File: src/rtl/alu_pkg.sv
// rtl/alu_pkg.sv - shared constants, op codes and FSM state type for the ALU arbiter
// Purpose: ALU op-code constants, default widths and arbiter state enum.
// Ports: none (package).
package alu_pkg;

    localparam int ALU_DATA_W = 32;
    localparam int ALU_OP_W   = 4;

    localparam logic [3:0] ALU_ADD  = 4'd1;
    localparam logic [3:0] ALU_SUB  = 4'd2;
    localparam logic [3:0] ALU_SLL  = 4'd3;
    localparam logic [3:0] ALU_SRL  = 4'd4;
    localparam logic [3:0] ALU_AND  = 4'd5;
    localparam logic [3:0] ALU_OR   = 4'd6;
    localparam logic [3:0] ALU_NOR  = 4'd7;
    localparam logic [3:0] ALU_SLTU = 4'd8;
    localparam logic [3:0] ALU_SLT  = 4'd9;

    typedef enum logic [1:0] {
        IDLE = 2'd0,
        EXEC = 2'd1,
        RESP = 2'd2
    } arb_state_e;

endpackage

File: src/rtl/alu_arbiter_if.sv
// rtl/alu_arbiter_if.sv - bundle of requester, response and external ALU signals
// Purpose: groups the two requester channels, the shared response and the ALU drive/return.
// Ports: none; modport slave is the arbiter side, master is the requester/ALU side.
interface alu_arbiter_if
    import alu_pkg::*;
#(
    parameter int DATA_W = ALU_DATA_W,
    parameter int OP_W   = ALU_OP_W
);
    logic [1:0]             rq_valid;
    logic [1:0]             rq_ready;
    logic [1:0][OP_W-1:0]   rq_op;
    logic [1:0][DATA_W-1:0] rq_a;
    logic [1:0][DATA_W-1:0] rq_b;
    logic [1:0][4:0]        rq_shamt;
    logic [1:0]             rs_valid;
    logic [1:0]             rs_ready;
    logic [DATA_W-1:0]      rs_result;
    logic                   rs_zero;
    logic [OP_W-1:0]        alu_ctrl;
    logic [DATA_W-1:0]      alu_a;
    logic [DATA_W-1:0]      alu_b;
    logic [4:0]             alu_shamt;
    logic [DATA_W-1:0]      alu_result;
    logic                   alu_zero;

    modport slave (
        input  rq_valid, rq_op, rq_a, rq_b, rq_shamt, rs_ready, alu_result, alu_zero,
        output rq_ready, rs_valid, rs_result, rs_zero, alu_ctrl, alu_a, alu_b, alu_shamt
    );

    modport master (
        output rq_valid, rq_op, rq_a, rq_b, rq_shamt, rs_ready, alu_result, alu_zero,
        input  rq_ready, rs_valid, rs_result, rs_zero, alu_ctrl, alu_a, alu_b, alu_shamt
    );
endinterface

File: src/rtl/alu_arb_grant.sv
// rtl/alu_arb_grant.sv - combinational two-way grant
// Purpose: picks one of two requesters. With ALU_ARB_RR_EN defined a tie goes to the
//          requester not served last; otherwise requester 0 always wins a tie.
// Ports: valid_i request vector, last_i (ALU_ARB_RR_EN only) 1 = requester 1 served last,
//        gnt_o one-hot grant (zero when nothing requests).
module alu_arb_grant (
    input  logic [1:0] valid_i,
`ifdef ALU_ARB_RR_EN
    input  logic       last_i,
`endif
    output logic [1:0] gnt_o
);
    always_comb begin
        gnt_o = valid_i;
        if (valid_i == 2'b11) begin
`ifdef ALU_ARB_RR_EN
            gnt_o = last_i ? 2'b01 : 2'b10;
`else
            gnt_o = 2'b01;
`endif
        end
    end
endmodule

File: src/rtl/alu_arbiter.sv
// rtl/alu_arbiter.sv - two-requester arbiter in front of an external combinational ALU
// Purpose: grants one operation at a time, drives the ALU for one cycle, holds the result
//          for the owning requester until it is consumed. Macro ALU_ARB_RR_EN selects
//          round-robin instead of fixed priority.
// Ports: clk, reset (async, active high), bus (alu_arbiter_if.slave).
module alu_arbiter
    import alu_pkg::*;
#(
    parameter int DATA_W = ALU_DATA_W,
    parameter int OP_W   = ALU_OP_W
) (
    input  logic          clk,
    input  logic          reset,
    alu_arbiter_if.slave  bus
);
    arb_state_e        state_q, state_d;
    logic [OP_W-1:0]   op_q, op_d;
    logic [DATA_W-1:0] a_q, a_d;
    logic [DATA_W-1:0] b_q, b_d;
    logic [4:0]        sh_q, sh_d;
    logic              owner_q, owner_d;
    logic [DATA_W-1:0] res_q, res_d;
    logic              zero_q, zero_d;
    logic [1:0]        gnt;
    logic [1:0]        req_live;
`ifdef ALU_ARB_RR_EN
    logic              last_q, last_d;
`endif

    // Requests are masked while reset is high so no grant escapes during reset.
    assign req_live = bus.rq_valid & {2{~reset}};

    alu_arb_grant u_grant (
        .valid_i (req_live),
`ifdef ALU_ARB_RR_EN
        .last_i  (last_q),
`endif
        .gnt_o   (gnt)
    );

    always_ff @(posedge clk or posedge reset) begin
        if (reset) begin
            state_q <= IDLE;
            op_q    <= '0;
            a_q     <= '0;
            b_q     <= '0;
            sh_q    <= '0;
            owner_q <= 1'b0;
            res_q   <= '0;
            zero_q  <= 1'b0;
`ifdef ALU_ARB_RR_EN
            last_q  <= 1'b1;
`endif
        end else begin
            state_q <= state_d;
            op_q    <= op_d;
            a_q     <= a_d;
            b_q     <= b_d;
            sh_q    <= sh_d;
            owner_q <= owner_d;
            res_q   <= res_d;
            zero_q  <= zero_d;
`ifdef ALU_ARB_RR_EN
            last_q  <= last_d;
`endif
        end
    end

    always_comb begin
        state_d       = state_q;
        op_d          = op_q;
        a_d           = a_q;
        b_d           = b_q;
        sh_d          = sh_q;
        owner_d       = owner_q;
        res_d         = res_q;
        zero_d        = zero_q;
`ifdef ALU_ARB_RR_EN
        last_d        = last_q;
`endif
        bus.rq_ready  = 2'b00;
        bus.rs_valid  = 2'b00;
        bus.rs_result = '0;
        bus.rs_zero   = 1'b0;
        bus.alu_ctrl  = '0;
        bus.alu_a     = '0;
        bus.alu_b     = '0;
        bus.alu_shamt = '0;

        case (state_q)
            IDLE: begin
                if (gnt != 2'b00) begin
                    bus.rq_ready = gnt;
                    owner_d      = gnt[1];
                    op_d         = bus.rq_op[gnt[1]];
                    a_d          = bus.rq_a[gnt[1]];
                    b_d          = bus.rq_b[gnt[1]];
                    sh_d         = bus.rq_shamt[gnt[1]];
`ifdef ALU_ARB_RR_EN
                    last_d       = gnt[1];
`endif
                    state_d      = EXEC;
                end
            end
            EXEC: begin
                bus.alu_ctrl  = op_q;
                bus.alu_a     = a_q;
                bus.alu_b     = b_q;
                bus.alu_shamt = sh_q;
                res_d         = bus.alu_result;
                zero_d        = bus.alu_zero;
                state_d       = RESP;
            end
            RESP: begin
                bus.rs_valid[owner_q] = 1'b1;
                bus.rs_result         = res_q;
                bus.rs_zero           = zero_q;
                // Only the owner's ready completes the transfer.
                if (bus.rs_ready[owner_q]) begin
                    state_d = IDLE;
                end
            end
            default: state_d = IDLE;
        endcase
    end
endmodule

File: src/flat_wrapper.sv
// flat-port wrapper written by rule: the top's interface ports become plain ports
module alu_arbiter_flat import alu_pkg::*;
#(
    parameter int DATA_W = ALU_DATA_W,
    parameter int OP_W   = ALU_OP_W
)
  (clk, reset, bus_rq_valid, bus_rq_op, bus_rq_a, bus_rq_b, bus_rq_shamt, bus_rs_ready, bus_alu_result, bus_alu_zero, bus_rq_ready, bus_rs_valid, bus_rs_result, bus_rs_zero, bus_alu_ctrl, bus_alu_a, bus_alu_b, bus_alu_shamt);
  alu_arbiter_if #(.DATA_W(DATA_W), .OP_W(OP_W)) bus_i ();
  input  logic clk;
  input  logic reset;
  input wire logic [$bits(bus_i.rq_valid)-1:0] bus_rq_valid;
  input wire logic [$bits(bus_i.rq_op)-1:0] bus_rq_op;
  input wire logic [$bits(bus_i.rq_a)-1:0] bus_rq_a;
  input wire logic [$bits(bus_i.rq_b)-1:0] bus_rq_b;
  input wire logic [$bits(bus_i.rq_shamt)-1:0] bus_rq_shamt;
  input wire logic [$bits(bus_i.rs_ready)-1:0] bus_rs_ready;
  input wire logic [$bits(bus_i.alu_result)-1:0] bus_alu_result;
  input wire logic [$bits(bus_i.alu_zero)-1:0] bus_alu_zero;
  output wire logic [$bits(bus_i.rq_ready)-1:0] bus_rq_ready;
  output wire logic [$bits(bus_i.rs_valid)-1:0] bus_rs_valid;
  output wire logic [$bits(bus_i.rs_result)-1:0] bus_rs_result;
  output wire logic [$bits(bus_i.rs_zero)-1:0] bus_rs_zero;
  output wire logic [$bits(bus_i.alu_ctrl)-1:0] bus_alu_ctrl;
  output wire logic [$bits(bus_i.alu_a)-1:0] bus_alu_a;
  output wire logic [$bits(bus_i.alu_b)-1:0] bus_alu_b;
  output wire logic [$bits(bus_i.alu_shamt)-1:0] bus_alu_shamt;
  assign bus_i.rq_valid = bus_rq_valid;
  assign bus_i.rq_op = bus_rq_op;
  assign bus_i.rq_a = bus_rq_a;
  assign bus_i.rq_b = bus_rq_b;
  assign bus_i.rq_shamt = bus_rq_shamt;
  assign bus_i.rs_ready = bus_rs_ready;
  assign bus_i.alu_result = bus_alu_result;
  assign bus_i.alu_zero = bus_alu_zero;
  assign bus_rq_ready = bus_i.rq_ready;
  assign bus_rs_valid = bus_i.rs_valid;
  assign bus_rs_result = bus_i.rs_result;
  assign bus_rs_zero = bus_i.rs_zero;
  assign bus_alu_ctrl = bus_i.alu_ctrl;
  assign bus_alu_a = bus_i.alu_a;
  assign bus_alu_b = bus_i.alu_b;
  assign bus_alu_shamt = bus_i.alu_shamt;
  alu_arbiter #(.DATA_W(DATA_W), .OP_W(OP_W)) u_core (.clk(clk), .reset(reset), .bus(bus_i));
endmodule
File: config.mk
export PLATFORM = sky130hd
export DESIGN_NAME = alu_arbiter_flat
export DESIGN_NICKNAME = d
export VERILOG_FILES = /design/src/rtl/alu_pkg.sv /design/src/rtl/alu_arbiter_if.sv /design/src/rtl/alu_arb_grant.sv /design/src/rtl/alu_arbiter.sv /design/src/flat_wrapper.sv
export SDC_FILE = /design/constraint.sdc
export NUM_CORES = 1
export LEC_CHECK = 0
export ABC_CLOCK_PERIOD_IN_PS = 5100
export BUFFER_PORTS_ARGS = -buffer_cell sky130_fd_sc_hd__buf_2
export CORE_UTILIZATION = 46
export CTS_CLUSTER_DIAMETER = 150
export DETAILED_ROUTE_END_ITERATION = 6
export PLACE_DENSITY = 0.91
export SETUP_SLACK_MARGIN = 0.1
export SYNTH_ARGS = -nofsm -noshare
export SYNTH_HDL_FRONTEND = slang
export SYNTH_SLANG_ARGS = --single-unit
File: constraint.sdc
create_clock -name clk -period 5.1 [get_ports clk]
set_input_delay 1.275 -clock clk [delete_from_list [all_inputs] [get_ports clk]]
set_output_delay 1.275 -clock clk [all_outputs]
set_load 0.03 [all_outputs]
==> metrics.txt, run 1 <==
Clock Skew 7.57 ps; sequential area share after synthesis 47.1%; width of the die 114 µm; clock-pin slew on the worst setup and hold paths 70 ps; CTS tree yes; DIE AREA 13100 µm²; total CTS buffers 9; grt total ovfl 0; Synth Area in Simple Gates 12.6%; Hold Crit Class reg -> reg; RSZ-0062 raised after global routing no; Setup-failing EPs final 0; Mapped Cells 457; fin util 62.6%; CP Cell Sequence buf_2 -> and2_1 -> buf_2; headroom to the max-slew limit 38.4%; pwr dens 520 nW/µm²; Distinct cells, synth 20; Final period util 68.7%; CTS Sinks 109; gpl congestion 0.821; multiplexer area fraction after synthesis 6.58%; CP arrival 2230 ps; fin crit period 3510 ps; Setup Fix Bufs, Post-CTS 0; Adder-Cell Fraction of Synth Area 0%; crit path max fanout 29; initial antenna violation count 1; Worst Path Required 3830 ps; final hold vios 0; crit path capture type output pin; Crit Path Category in -> out; vias in the first global route 4635; synth warn 0; Root Buffer clkbuf_16; Clock Path Buffers 2; Avg Cell Area, Syn 12.7 µm²; most frequent CP cell buf_2; clock latency on the worst-skew pair 340 ps; Syn Nets 642; Pwr Total 3960 µW; post-cts gate resize count 0; CP peak stage delay 490 ps; Initial Util 47.7%; GRT Total Usage 22.7%; Die H 114 µm; mapped cell area 5800 µm²; via count 4728; DRT Wirelength 15000 µm; Max Cap Violations 0; Final #Nets 908; maximum VDD drop 0.000232 V; share of cells above drive strength 1 58.5%; area grow syn2layout 31.3%; Detailed Place HPWL 10600 µm; CORE AREA 12200 µm²; largest net degree at the start of global routing 108; first-pass GRT wire length 23200 µm; final setup TNS 0 ps; hold_sp u_core.a_q[0]; # IOs 295; main combinational cell family by area after synthesis compound AO/OA/AOI/OAI gates; Post-Synth XOR/XNOR Area 0%; Seq cells post-synth 109; DRC Markers 0; number of nets with antenna violations after routing 0; R2R Path Start u_core.state_q[1]; Synth Area in Compound Gates 28.3%; DR WL/cell 16.7 µm; Max Slew Vio Count 0; H-tree depth 3; IO buf count 294; Row Count 40; crit path from bus_rq_valid[0]; Iter 0 DRT Violations 236; DR vias/cell 5.27; First-pass DRT Iterations 4; pre-CTS setup slack 1620 ps; Max Clk Rate 285 MHz; status complete, no violations; hold_ws 490 ps; Post-CTS Hold Fix Bufs 0; LEAKAGE 0.00372 µW; slowest CP cell buf_2; final worst slack 1590 ps; Setup crit start kind input port; Tightest Pin Transition 924 ps
layout by cell type, fill, tap and decap left out:
cell type / synthesis / final
mux2_2: 33 / 33
inv_6: 0 / 1
o2bb2ai_2: 70 / 70
o21ai_4: 0 / 1
buf_4: 4 / 7
a21oi_1: 1 / 1
and2_1: 109 / 109
nor2_1: 1 / 1
nor2b_4: 0 / 2
and2b_1: 1 / 1
or3_4: 0 / 1
a22oi_1: 73 / 73
nor3_2: 1 / 1
nor2b_1: 3 / 1
dfrtp_1: 109 / 109
a21o_1: 1 / 1
buf_12: 0 / 1
buf_2: 15 / 294
clkbuf_1: 15 / 1
clkinv_4: 0 / 1
mux2i_1: 1 / 1
clkbuf_8: 0 / 2
inv_1: 2 / 1
diode_2: 0 / 1
o2bb2ai_1: 3 / 3
bufinv_16: 0 / 2
clkbuf_16: 0 / 9
inv_4: 0 / 1
cell families after synthesis:
kind of cell,after synthesis
and+or+nand+nor,116
buffers and inverters,49
muxes,34
DFF,109
AOI/OAI and AO/OA,149
worst max-delay path: cells and delay by family:
kind / cells / cell delay, ps
buffers and inverters: 2 / 690
and+or+nand+nor: 1 / 240
through the flow:
step	instances	area (µm²)
6_report	897	7610
5_1_grt	897	7610
4_1_cts	896	7610
3_5_place_dp	880	7280
3_3_place_gp	880	7280
2_1_floorplan	457	5800
final timing paths:
kind	end	slack, ps	depth (start not counted)
setup / recovery	bus_rq_ready[0]	1590	3
max in group asynchronous	u_core.b_q[4]	2910	3
hold reg to reg	u_core.a_q[0]	490	1
min in group asynchronous	u_core.zero_q	1140	2
setup reg to reg	u_core.op_q[2]	3320	3
hold / removal	u_core.a_q[0]	490	1
flip-flops by register name, summed over array words and instances (netlist names):
| name | flops |
|---|---|
| u_core.b_q | 32 |
| u_core.owner_q | 1 |
| u_core.state_q | 2 |
| u_core.a_q | 32 |
| u_core.op_q | 4 |
| u_core.sh_q | 5 |
| u_core.res_q | 32 |
| u_core.zero_q | 1 |
where the power goes:
part           leakage [µW]  total, µW  internal, µW  switching [µW]
combinational       0.00222       1640           742             901
clock              0.000163        768           461             308
sequential          0.00134       1550          1280             275
total               0.00372       3960          2480            1480
routing by layer:
metal,part of all wire (%),GRT usage [%],vias up
met5,0,0,-
met4,2.7,9.26,0
met3,4.4,3.12,34
met2,50,40.1,195
met1,43,27.9,2289
li1,-,-,2210
synthesized netlist by cell type:
library cell	count	area (µm²)
and2_1	109	682
dfrtp_1	109	2730
a22oi_1	73	548
o2bb2ai_2	70	1050
mux2_2	33	372
buf_2	15	75.1
clkbuf_1	15	56.3
buf_6	13	146
buf_4	4	30.0
nor2b_1	3	18.8
o2bb2ai_1	3	26.3
inv_1	2	7.51
a21o_1	1	7.51
a21oi_1	1	5.00
and2b_1	1	7.51
mux2i_1	1	10.0
nor2_1	1	3.75
nor3_2	1	10.0
o21ai_1	1	5.00
or3_1	1	6.26
final cells by class:
class | instances | area, µm²
Multi-Input combinational cell | 299 | 2780
Clock inverter | 4 | 77.6
Clock buffer | 12 | 256
Tap cell | 168 | 210
Sequential cell | 109 | 2730
Antenna cell | 1 | 2.50
Inverter | 2 | 10.0
Fill cell | 999 | 4550
Timing Repair Buffer | 302 | 1540
(Power assumes the default switching activity.)
==> inputs of run 2 (changes only) <==
--- a/config.mk
+++ b/config.mk
@@ -5,12 +5,14 @@
 export SDC_FILE = /design/constraint.sdc
 export NUM_CORES = 1
 export LEC_CHECK = 0
-export ABC_CLOCK_PERIOD_IN_PS = 5100
+export ABC_AREA = 1
+export ABC_CLOCK_PERIOD_IN_PS = 2990
 export BUFFER_PORTS_ARGS = -buffer_cell sky130_fd_sc_hd__buf_2
-export CORE_UTILIZATION = 46
+export CORE_ASPECT_RATIO = 1.25
+export CORE_UTILIZATION = 42
 export CTS_CLUSTER_DIAMETER = 150
 export DETAILED_ROUTE_END_ITERATION = 6
-export PLACE_DENSITY = 0.91
+export PLACE_DENSITY = 0.87
 export SETUP_SLACK_MARGIN = 0.1
 export SYNTH_ARGS = -nofsm -noshare
 export SYNTH_HDL_FRONTEND = slang
==> constraint.sdc (replaced) <==
create_clock -name clk -period 2.99 [get_ports clk]
set_input_delay 0.7475 -clock clk [delete_from_list [all_inputs] [get_ports clk]]
set_output_delay 0.7475 -clock clk [all_outputs]
set_load 0.03 [all_outputs]
==> metrics.txt, run 2 <==
CP peak stage delay 400 ps (-90 ps); Max Clk Rate 361 MHz; Hold Crit Class reg -> reg; Distinct cells, synth 20 (unchanged); Row Count 48 (+20%); Setup-failing EPs final 0 (unchanged); Initial Util 43.6% (-4.0 points); clock latency on the worst-skew pair 350 ps (about the same); Worst path top cell family by delay buffers and inverters; Worst Hold Depth 2 (+1); CP Depth 6 (+3); FF-to-FF End u_core.res_q[23]; placed cells 1332 (+51%); GRT Total Usage 22.0% (-0.70 points); CTS Sinks 109 (unchanged); Max Slew Vio Count 0 (unchanged); DR vias/cell 4.78 (-9.2%); CORE AREA 14000 µm² (+15%); hold_sp u_core.op_q[1]; Yosys top cell by area dfrtp_1; Setup crit start kind flop; reg2reg path depth 5 (+2); area grow syn2layout 29.6%; WP buf/inv 4 (+2); slowest CP cell dfrtp_1; DRT Wirelength 16800 µm (+12%); mapped cell area 6100 µm² (+5.3%); Tightest Pin Transition 918 ps (-5.68 ps); IO buf count 294 (unchanged); hold-critical path endpoint u_core.op_q[1]; initial antenna violation count 2 (+1); Syn Nets 1098 (+71%); post-route cell area 7910 µm² (+3.9%); synth top area cells dfrtp_1, nand2_1, nor2_1, nand4_1, inv_1; ys async rst share 100% (unchanged); Crit Path Category reg -> out; R2R setup slack 1140 ps (-2180 ps); Final period util 92.8%; fin crit period 2770 ps; n_diodes 0 (-1); Root Buffer clkbuf_16; Worst Path Required 2240 ps (-1590 ps); DRC Markers 0 (unchanged); grt total ovfl 0 (unchanged); most common cell after layout, fill and taps aside nand2_1; crit path max fanout 19 (-34%); most frequent CP cell nor2_1; headroom to the max-slew limit 38.8% (+0.38 points); share of cells above drive strength 1 28.5% (-30 points); Detailed Place HPWL 12100 µm (+15%); first-pass GRT wire length 25900 µm (+12%); CP arrival 2030 ps (-200 ps); crit path capture type output pin; gpl congestion 0.802 (-2.2%); Max Cap Violations 0 (unchanged); final worst slack 216 ps (-1380 ps); Final #Nets 1353 (+49%); CP Cell Sequence inv_1 -> nor2_1 -> clkinvlp_4 -> buf_4 -> nor2_1 -> buf_2; LEAKAGE 0.00497 µW (+34%); DR WL/cell 12.5 µm (-25%); Avg Cell Area, Syn 6.68 µm² (-47%); number of nets with antenna violations after routing 0 (unchanged); maximum VDD drop 0.000542 V (+130%); pre-CTS setup slack 537 ps (-1080 ps); sequential area share after synthesis 44.7% (-2.4 points); status complete, no violations; pwr dens 845 nW/µm² (+62%); Yosys top cell area share 44.7% (-2.4 points); First-pass DRT Iterations 5 (+1); fin util 56.5% (-6.0 points); final std cells w/o fill 1348 (+50%); vias in the first global route 5633 (+22%); total CTS buffers 9 (unchanged); synth warn 0 (unchanged); Die H 137 µm (+20%); largest net degree at the start of global routing 88 (-19%); Post-CTS Hold Fix Bufs 0 (unchanged); DP Area 7600 µm² (+4.5%); width of the die 110 µm (-3.9%); R2R Path Start u_core.state_q[1]; most numerous cell in the Yosys netlist nand2_1; biggest regs u_core.a_q: 32 flops, u_core.b_q: 32 flops, u_core.res_q: 32 flops; number of synthesized flops with an enable pin 0 (unchanged); commonest non-fill, non-tap cells in the layout nand2_1, buf_2, nor2_1; RSZ-0062 raised after global routing no; clock-pin slew on the worst setup and hold paths 70 ps (about the same); Synth top cells by count nand2_1, nor2_1, dfrtp_1, inv_1, nand4_1; via count 6450 (+36%); Main synth FF type dfrtp_1; Clock Path Buffers 2 (unchanged); FILL cells 1338 (+34%); # IOs 295 (unchanged); H-tree depth 3 (unchanged); final hold vios 0 (unchanged); CTS tree yes; DIE AREA 15000 µm² (+15%); final setup TNS 0 ps (unchanged); Mapped Cells 913 (+100%); Iter 0 DRT Violations 361 (+53%); Clock Skew 14.5 ps (+6.93 ps); Seq cells post-synth 109 (unchanged)
==> run 2: cell types whose count changed in the layout (fill, tap and decap cells not counted), moves of 7 or more <==
cell       before  now
mux2_2         33    0
and2_1        109    0
nor2_1          1  142
inv_1           1  109
buf_4           7   14
a21oi_1         1   33
a22oi_1        73    0
nand2_1         0  368
o2bb2ai_2      70    0
nand4_1         0   74
==> run 2: what timing repair did <==
item,4_1_cts,5_1_grt
buffers inserted,0,0
resized for setup,0,1
setup endpoints to repair,0,17
==> run 2: kinds of logic (layout without fill, tap and decap cells) <==
| kind of cell | Yosys count | in the layout | synth area share, % |
|---|---|---|---|
| AND/OR/NAND/NOR | 590 | 590 | 39.6 |
| AO/OA/AOI/OAI | 36 | 36 | 3.22 |
| flip-flops | 109 | 109 | 44.7 |
| buffers and inverters | 178 | 438 | 12.5 |
==> run 2: layout make-up <==
cell class	count	area, µm²	share of cell area [%]
Clock inverter	7	83.8	1.06
Timing Repair Buffer	309	1600	20.2
Clock buffer	9	225	2.85
Multi-Input combinational cell	626	2630	33.2
Inverter	113	433	5.47
Tap cell	175	219	2.77
Sequential cell	109	2730	34.5
==> run 2: how the worst max path moves through the flow <==
stage | start | slack, ps | endpoint
global route | u_core.state_q[1] | 100 | bus_rs_result[23]
global placement | u_core.state_q[1] | 620 | bus_rs_result[27]
floorplan | reset | 350 | bus_rq_ready[1]
detailed placement | u_core.state_q[1] | 540 | bus_rs_result[14]
CTS | u_core.state_q[1] | 170 | bus_rs_result[14]
finish | u_core.state_q[1] | 220 | bus_rs_result[14]
==> run 2: metrics by stage <==
step / power, µW / hold slack [ps]
finish: 6690 / 483
CTS: 6750 / 486
global placement: 5450 / 461
detailed placement: 5540 / 465
floorplan: 4690 / 449
global route: 7230 / 509
==> run 2: power breakdown <==
group | switching (µW) | internal (µW) | leakage (µW)
Clock | 589 | 596 | 0.000149
Combinational | 2110 | 906 | 0.00351
Sequential | 326 | 2160 | 0.00131
Total | 3020 | 3660 | 0.00497
==> run 2: worst min-delay path, delay by kind of cell, from the launching register on <==
kind	cells	cell delay, ps
and+or+nand+nor	2	100
DFF	1	350
==> run 2: metal layers <==
layer	vias to the layer above	wire length (µm)	track usage (%)
met1	2905	6940	27.1
li1	3276	-	-
met3	39	866	3.90
met5	-	21	0
met2	226	8560	38.1
met4	4	453	7.85
==> inputs of run 3 (changes only) <==
--- a/config.mk
+++ b/config.mk
@@ -12,7 +12,7 @@
 export CORE_UTILIZATION = 42
 export CTS_CLUSTER_DIAMETER = 150
 export DETAILED_ROUTE_END_ITERATION = 6
-export PLACE_DENSITY = 0.87
+export PLACE_DENSITY = 0.74
 export SETUP_SLACK_MARGIN = 0.1
 export SYNTH_ARGS = -nofsm -noshare
 export SYNTH_HDL_FRONTEND = slang
==> metrics.txt, run 3 (same netlist as run 2, synthesis figures left out) <==
status complete, no violations; Root Buffer clkbuf_16; most common cell after layout, fill and taps aside nand2_1; Top Usage Layer GRT met2; Clock Skew 5.42 ps (-9.08 ps); Die H 137 µm (unchanged); biggest regs u_core.a_q: 32 flops, u_core.b_q: 32 flops, u_core.res_q: 32 flops; maximum VDD drop 0.000558 V (+2.9%); clock latency on the worst-skew pair 350 ps (about the same); Hold Crit Class in -> async; slowest CP cell dfrtp_1; Row Count 48 (unchanged); width of the die 110 µm (unchanged); Crit Path Category reg -> out; Setup Fix Bufs, Post-CTS 0 (unchanged); crit path max fanout 38 (+19); first-pass GRT wire length 27000 µm (+4.1%); initial antenna violation count 3 (+1); DR WL/cell 13.0 µm (+3.8%); LEAKAGE 0.00501 µW (+0.73%); CTS tree yes; Detailed Place HPWL 12200 µm (+0.48%); total CTS buffers 9 (unchanged); Setup crit start kind flop; pwr dens 859 nW/µm² (+1.7%); commonest non-fill, non-tap cells in the layout nand2_1, buf_2, nor2_1; # IOs 295 (unchanged); Pwr Total 6860 µW (+2.7%); reg2reg path depth 5 (unchanged); share of cells above drive strength 1 28.4% (about the same); First-pass DRT Iterations 4 (-1); H-tree depth 3 (unchanged); CP arrival 1900 ps (-130 ps); CTS Sinks 109 (unchanged); post-cts gate resize count 0 (unchanged); Max Cap Violations 0 (unchanged); largest net degree at the start of global routing 76 (-14%); final setup TNS 0 ps (unchanged); RSZ-0062 raised after global routing no; headroom to the max-slew limit 47.8% (+9.0 points); grt total ovfl 0 (unchanged); final hold vios 0 (unchanged); Iter 0 DRT Violations 338 (-6.4%); DRC Markers 0 (unchanged); DR vias/cell 4.76 (-0.50%); CP peak stage delay 410 ps (about the same); DRT Wirelength 17500 µm (+4.1%); crit path capture type output pin; IO buf count 294 (unchanged); Final #Nets 1354 (+0.074%); Max Clk Rate 378 MHz (+4.9%); GRT met2 Usage 40.3% (+2.2 points); via count 6432 (-0.28%); CORE AREA 14000 µm² (unchanged); Clock Path Buffers 2 (unchanged); Tightest Pin Transition 783 ps (-135 ps); clock-pin slew on the worst setup and hold paths 70 ps (about the same); CP Cell Sequence inv_1 -> nand2_4 -> buf_12 -> nor2_1 -> buf_2; GRT Total Usage 23.2% (+1.2 points); Final period util 88.5% (-4.3 points); met1 usage 28.0% (+0.89 points); vias in the first global route 5638 (+0.089%); gpl congestion 0.812 (+1.2%); GR Util met3 3.90% (unchanged); Setup-failing EPs final 0 (unchanged); area grow syn2layout 30.9%; fin crit period 2650 ps (-128 ps); DIE AREA 15000 µm² (unchanged); Worst Path Required 2240 ps (about the same); Initial Util 43.6% (unchanged); Post-CTS Hold Fix Bufs 0 (unchanged); number of nets with antenna violations after routing 0 (unchanged); Max Slew Vio Count 0 (unchanged)
==> run 3: final timing paths <==
check / slack, ps / end / startpoint
max: 340 / bus_alu_ctrl[1] / u_core.state_q[1]
min: 290 / u_core.res_q[7] / reset
max reg2reg: 1450 / u_core.res_q[27] / u_core.state_q[1]
min reg2reg: 480 / u_core.a_q[7] / u_core.a_q[7]
max in group asynchronous: 1440 / u_core.op_q[2] / reset
min in group clk: 480 / u_core.a_q[7] / u_core.a_q[7]
==> run 3: layout make-up <==
type / instances / area (µm²)
multi-input cells: 626 / 2630
repair buffers: 310 / 1640
diodes: 2 / 5.00
fillers: 1426 / 6000
well taps: 175 / 219
inverters: 113 / 429
clock inverters: 7 / 114
clock buffers: 9 / 225
flip-flops and latches: 109 / 2730
==> run 3: metrics by stage <==
step / hold WS (ps) / cells / worst slack (ps) / instance area [µm²] / utilization (%)
floorplan: 449 / 913 / 349 / 6110 / -
global placement: 462 / 1333 / 749 / 7640 / 54.6
detailed placement: 465 / 1333 / 718 / 7640 / 54.6
CTS: 281 / 1349 / 304 / 7980 / 57.1
global route: 289 / 1349 / 207 / 7980 / 57.1
finish: 294 / 1351 / 345 / 7990 / 57.1
==> run 3: critical path: cells and delay by family, from the launching register on <==
family	cells	cell delay, ps
buffers and inverters	3	660
and+or+nand+nor	2	450
DFF	1	410
==> run 3: power by group <==
part	switching [µW]	leakage, µW	total, µW	internal, µW
registers	316	0.00131	2480	2160
clock network	572	0.000166	1330	756
logic	2120	0.00353	3060	940
==> run 3: routing by layer <==
| metal | share of wire (%) | up-vias |
|---|---|---|
| met4 | 2.9 | 0 |
| met2 | 51 | 213 |
| met5 | 0 | - |
| met1 | 41 | 2899 |
| met3 | 5.6 | 35 |
| li1 | - | 3285 |
